$ cat config.mk
export PLATFORM = sky130hd
export DESIGN_NAME = sipo_deser
export DESIGN_NICKNAME = d
export VERILOG_FILES = /design/src/rtl/sipo_deser_pkg.sv /design/src/rtl/sipo_shift_core.sv /design/src/rtl/sipo_deser.sv
export SDC_FILE = /design/constraint.sdc
export NUM_CORES = 1
export LEC_CHECK = 0
export CAP_MARGIN = 25
export CELL_PAD_IN_SITES_DETAIL_PLACEMENT = 1
export CELL_PAD_IN_SITES_GLOBAL_PLACEMENT = 1
export CORE_MARGIN = 2
export CORE_UTILIZATION = 33
export DETAILED_ROUTE_END_ITERATION = 12
export PLACE_DENSITY = 0.78
export SYNTH_ARGS = -nofsm -noshare
export SYNTH_HDL_FRONTEND = slang
export SYNTH_SLANG_ARGS = --single-unit
$ cat constraint.sdc
create_clock -name clk -period 1.5 [get_ports clk]
set_input_delay 0.225 -clock clk [delete_from_list [all_inputs] [get_ports clk]]
set_output_delay 0.225 -clock clk [all_outputs]
set_load 0.02 [all_outputs]
$ cat src/rtl/sipo_deser_pkg.sv
// Shared types for the serial-in/parallel-out deserialiser.
// The PARITY state is only reachable when SIPO_DESER_PARITY_EN is defined.
package sipo_deser_pkg;

  typedef enum logic {
    COLLECT = 1'b0,
    PARITY  = 1'b1
  } state_e;

  function automatic int cnt_width(input int width);
    return $clog2(width);
  endfunction

endpackage

$ cat src/rtl/sipo_shift_core.sv
// WIDTH-bit shift register; shift direction is chosen at elaboration.
// word_o shows the word including the current input bit unless hold_i is set.
module sipo_shift_core #(
  parameter int WIDTH     = 4,
  parameter int MSB_FIRST = 1
) (
  input  logic             clk,
  input  logic             clr_i,
  input  logic             en_i,
  input  logic             hold_i,
  input  logic             d_i,
  output logic [WIDTH-1:0] word_o
);

  logic [WIDTH-1:0] sr_q;
  logic [WIDTH-1:0] sr_d;
  logic [WIDTH-1:0] shifted;

  // MSB-first enters at bit 0 and moves up; LSB-first enters at the top and moves down
  for (genvar gi = 0; gi < WIDTH; gi++) begin : g_bit
    if (MSB_FIRST != 0) begin : g_msb
      if (gi == 0) begin : g_in
        assign shifted[gi] = d_i;
      end else begin : g_mid
        assign shifted[gi] = sr_q[gi-1];
      end
    end else begin : g_lsb
      if (gi == WIDTH - 1) begin : g_in
        assign shifted[gi] = d_i;
      end else begin : g_mid
        assign shifted[gi] = sr_q[gi+1];
      end
    end
  end

  always_comb begin
    sr_d = sr_q;
    if (clr_i) begin
      sr_d = '0;
    end else if (en_i) begin
      sr_d = shifted;
    end
  end

  always_ff @(posedge clk) begin
    sr_q <= sr_d;
  end

  assign word_o = hold_i ? sr_q : shifted;

endmodule

$ cat src/rtl/sipo_deser.sv
// Deserialiser with a one-word holding register and valid/ready handshake.
// Define SIPO_DESER_PARITY_EN to append an even-parity bit to every frame.
module sipo_deser
  import sipo_deser_pkg::*;
#(
  parameter int WIDTH     = 4,
  parameter int MSB_FIRST = 1
) (
  input  logic             clk,
  input  logic             reset,
  input  logic             d,
  input  logic             d_valid,
  input  logic             clr,
  input  logic             q_ready,
  output logic [WIDTH-1:0] q,
  output logic             q_valid,
  output logic             busy,
  output logic             overrun,
  output logic             parity_err
);

  localparam int              CNT_W = cnt_width(WIDTH);
  localparam logic [CNT_W-1:0] LAST = CNT_W'(WIDTH - 1);

  state_e           state_q, state_d;
  logic [CNT_W-1:0] cnt_q, cnt_d;
  logic [WIDTH-1:0] q_q, q_d;
  logic             q_valid_q, q_valid_d;
  logic             overrun_q, overrun_d;
  logic             shift_en;
  logic             complete;
  logic [WIDTH-1:0] word;

  sipo_shift_core #(
    .WIDTH    (WIDTH),
    .MSB_FIRST(MSB_FIRST)
  ) u_core (
    .clk   (clk),
    .clr_i (reset | clr),
    .en_i  (shift_en),
    .hold_i(state_q == PARITY),
    .d_i   (d),
    .word_o(word)
  );

  always_comb begin
    state_d   = state_q;
    cnt_d     = cnt_q;
    shift_en  = 1'b0;
    complete  = 1'b0;
    q_d       = q_q;
    q_valid_d = q_valid_q;
    overrun_d = 1'b0;

    if (clr) begin
      state_d = COLLECT;
      cnt_d   = '0;
    end else if (d_valid) begin
      if (state_q == PARITY) begin
        // Parity bit closes the frame; the data bits are already stored
        state_d  = COLLECT;
        complete = 1'b1;
      end else begin
        shift_en = 1'b1;
        if (cnt_q == LAST) begin
          cnt_d = '0;
`ifdef SIPO_DESER_PARITY_EN
          state_d = PARITY;
`else
          complete = 1'b1;
`endif
        end else begin
          cnt_d = cnt_q + 1'b1;
        end
      end
    end

    if (complete) begin
      if (!q_valid_q || q_ready) begin
        q_d       = word;
        q_valid_d = 1'b1;
      end else begin
        overrun_d = 1'b1;
      end
    end else if (q_valid_q && q_ready) begin
      q_valid_d = 1'b0;
    end
  end

  always_ff @(posedge clk) begin
    if (reset) begin
      state_q   <= COLLECT;
      cnt_q     <= '0;
      q_q       <= '0;
      q_valid_q <= 1'b0;
      overrun_q <= 1'b0;
    end else begin
      state_q   <= state_d;
      cnt_q     <= cnt_d;
      q_q       <= q_d;
      q_valid_q <= q_valid_d;
      overrun_q <= overrun_d;
    end
  end

`ifdef SIPO_DESER_PARITY_EN
  logic perr_q, perr_d;

  always_comb begin
    perr_d = perr_q;
    if (complete && (!q_valid_q || q_ready)) begin
      perr_d = (^word) ^ d;
    end
  end

  always_ff @(posedge clk) begin
    if (reset) begin
      perr_q <= 1'b0;
    end else begin
      perr_q <= perr_d;
    end
  end

  assign parity_err = perr_q;
`else
  assign parity_err = 1'b0;
`endif

  assign q       = q_q;
  assign q_valid = q_valid_q;
  assign overrun = overrun_q;
  assign busy    = (cnt_q != '0) || (state_q == PARITY);

endmodule

==> impl_results.md <==
- Critical-path cell list: clkdlybuf4s50_1
- Sequential share of power: 53.8%
- #FFs+latches synth: 11
- Final worst path period share: roughly 96%
- Pwr/cell area: 839.4 mW/mm^2
- Max-cap viol count: 0
- Final setup fails: 0
- Via/cell ratio: 4.625
- FF-to-FF setup slack: 0.24 ns
- Crit path required time: 1.27 ns
- Synth cell types: 14
- CTS tree: yes
- Cell taking the most area after synthesis: dfxtp_1
- Crit start category: register
- Pins Over Slew Limit: 0
- Layout cells sized above 1: 14.06%
- Setup TNS: 0 ns
- Syn_area_per_cell: 10.37 sq um
- Via count: 370
- Buffers and inverters on the worst path: 1
- CTS resizes: 2
- # DRC: 0
- Hold Path Origin: q[0]
- Initial Util: around a third
- Clock power share: 36.5%
- Slowest cell on the critical path: clkdlybuf4s50_1
- Max Fclk: 0.6936 GHz
- Synthesized cell area: a little over 500 sq um
- N_diodes: 0
- CTS H-tree lvls: 1
- Net switching power: ~0.00012 W
- Result of the run: complete, no violations
- Max Buffers Root-to-Sink: 2
- Tot GR Track Use: 11.13%
- Largest net degree at the start of global routing: 16
- Number of routed nets with antenna violations: 0
- Count of buffers from port buffering: 12
- Hpwl dp: around 640 um
- R2R Path End: q[0]
- Hold Path Depth: 2
- CP Max Fanout: 2
- CTS Sinks: 11
- Multi-input gate area: about 240 sq um
- CTS buffer count: 3
- Fillers: 178
- Mapped Nets: between 50 and 60
- First-pass GRT wire length: roughly 1.5 mm
- Final Hold Violating Endpoints: 0
- Yosys Warn Count: 0
- Post-Route WL: 852 um
- Remaining global-route overflow: 0
- CP peak stage delay: slightly above 0.6 ns
- Die area: 0.001869 sq mm
- Area after DPL: 636.9 sq um
- Critical path type: register to output pin
- Post-synth top area share: 43.35%
- Hold Crit Class: register to register
- Cells after Synth: 49
- Sw Share: 22.57%
- RSZ-0062 raised after global routing: no
- I/O pin cnt: 14
- Worst-Skew Late Latency: 0.27 ns
- CTS Hold Buffers Added: 0
- Routed WL per cell: approximately 11 um
- Die H: between 40 and 50 um
- Top cells by area, synth: dfxtp_1 (43%), mux2i_1 (18%), nand2b_1 (11%)
- CTS Root Cell: clkbuf_4
- Core Util, Final: between 40% and 50%
- Layout area overhead: 29.56%
- Die width: 43.24 um
- Post-CTS Repair Setup Buffers: 0
- Post-Layout Inst Area: 658.1 sq um
- GP Congestion: 0.7244
- Arr. time, crit path: 1.22 ns
- Register Area: between 200 and 250 sq um
- Drt initial violations: 1
- Crit path time final: between 1 and 1.5 ns
- Worst reg-to-reg path cell count: 4
- Initial antenna violation count: 0
- Register area share after synthesis: 43.35%
- Fin nets: 73
- Number of global-route vias before repair: 354
- Clock slew at reported path FFs: about 0.07 ns
- CP delay by family, top: buffers and inverters
- Worst Setup End Kind: output pin
- Hold endpoint: q[0]
- Combinational share of power: 9.6%
- Layout Skew: 0.002278 ns
- LEAKAGE: between 0.2 and 0.3 nW
- Core area: 0.001471 sq mm
- Worst R2R Start: cnt_q[0]
- FP Rows: 14
- 1st-pass router iterations: 2
- Int Pwr: 0.0004278 W
- Worst vdd ir: approximately 0.47 mV
## Yosys cell counts
master and number:
dfxtp_1 11, mux2i_1 9, nand2b_1 9, nor3_1 6, inv_1 3, buf_6 2, ha_1 2, a21oi_1 1
buf_4 1, clkbuf_1 1, conb_1 1, nand3b_4 1, nor2_1 1, nor2b_2 1
## stage by stage
stage	power [W]	setup WS [ns]	std cells	hold slack [ns]
2_1_floorplan	0.0003353	0.4053	49	0.3043
3_3_place_gp	0.0003587	0.06800	76	0.4601
3_5_place_dp	0.0003602	0.02847	76	0.4651
4_1_cts	0.0005662	0.02143	80	0.4792
5_1_grt	0.0005775	0.01394	80	0.4931
6_report	0.0005525	0.05834	80	0.4718
## routing by layer
| layer | vias up | wire length (um) | GRT usage, % |
|---|---|---|---|
| li1 | 186 | - | - |
| met1 | 171 | 377 | 11.69 |
| met2 | 11 | 413 | 17.61 |
| met3 | 2 | 46 | 5.106 |
| met4 | 0 | 14 | 7.273 |
| met5 | - | 0 | 0 |
## registers in the layout, summed over array words and instances (netlist names)
signal	cells
q	4
u_core.sr_q	3
cnt_q	2
overrun	1
q_valid	1
## layout by cell type (no fill, tap or decap)
cell / synthesis / layout
clkbuf_4: 0 / 3
dfxtp_1: 11 / 11
nor2b_2: 1 / 1
clkbuf_2: 0 / 1
nand3b_4: 1 / 1
nand2b_1: 9 / 9
nor2_1: 1 / 1
conb_1: 1 / 1
nor3_1: 6 / 6
a21oi_1: 1 / 1
buf_4: 1 / 3
ha_1: 2 / 2
clkdlybuf4s50_1: 0 / 11
mux2i_1: 9 / 9
inv_1: 3 / 3
clkbuf_1: 1 / 1
## logic make-up after synthesis
group,count (synthesis),share of synthesized area [%]
AND/OR/NAND/NOR,18,23.40
flip-flops,11,43.35
buffers and inverters,7,8.866
multiplexers,9,17.73
other,1,0.7382
AO/OA/AOI/OAI,1,0.9843
adder cells (fa/ha/maj),2,4.925
## power by group through the flow
stage	logic, W	registers [W]	clock network [W]
floorplan	0.0000318	0.000304	0
global placement	0.0000549	0.000304	0
detailed placement	0.0000561	0.000304	0
CTS	0.0000552	0.000297	0.000214
global route	0.0000593	0.000298	0.000221
finish	0.0000533	0.000297	0.000202
## layout make-up
type	count	area share (%)
clock buffers	4	3.992
inverters	3	1.711
multi-input cells	31	36.88
flip-flops and latches	11	33.46
well taps	16	3.042
repair buffers	15	20.91
## worst max path at each step
stage	start	to	slack, ns	cells after the start
floorplan	cnt_q[0]	q[0]	0.41	5
global placement	cnt_q[0]	busy	0.07	4
detailed placement	cnt_q[0]	busy	0.03	4
CTS	cnt_q[0]	busy	0.02	4
global route	q[1]	q[1]	0.01	1
finish	q[1]	q[1]	0.06	1
Note: power is estimated with default switching activity, not from simulation.
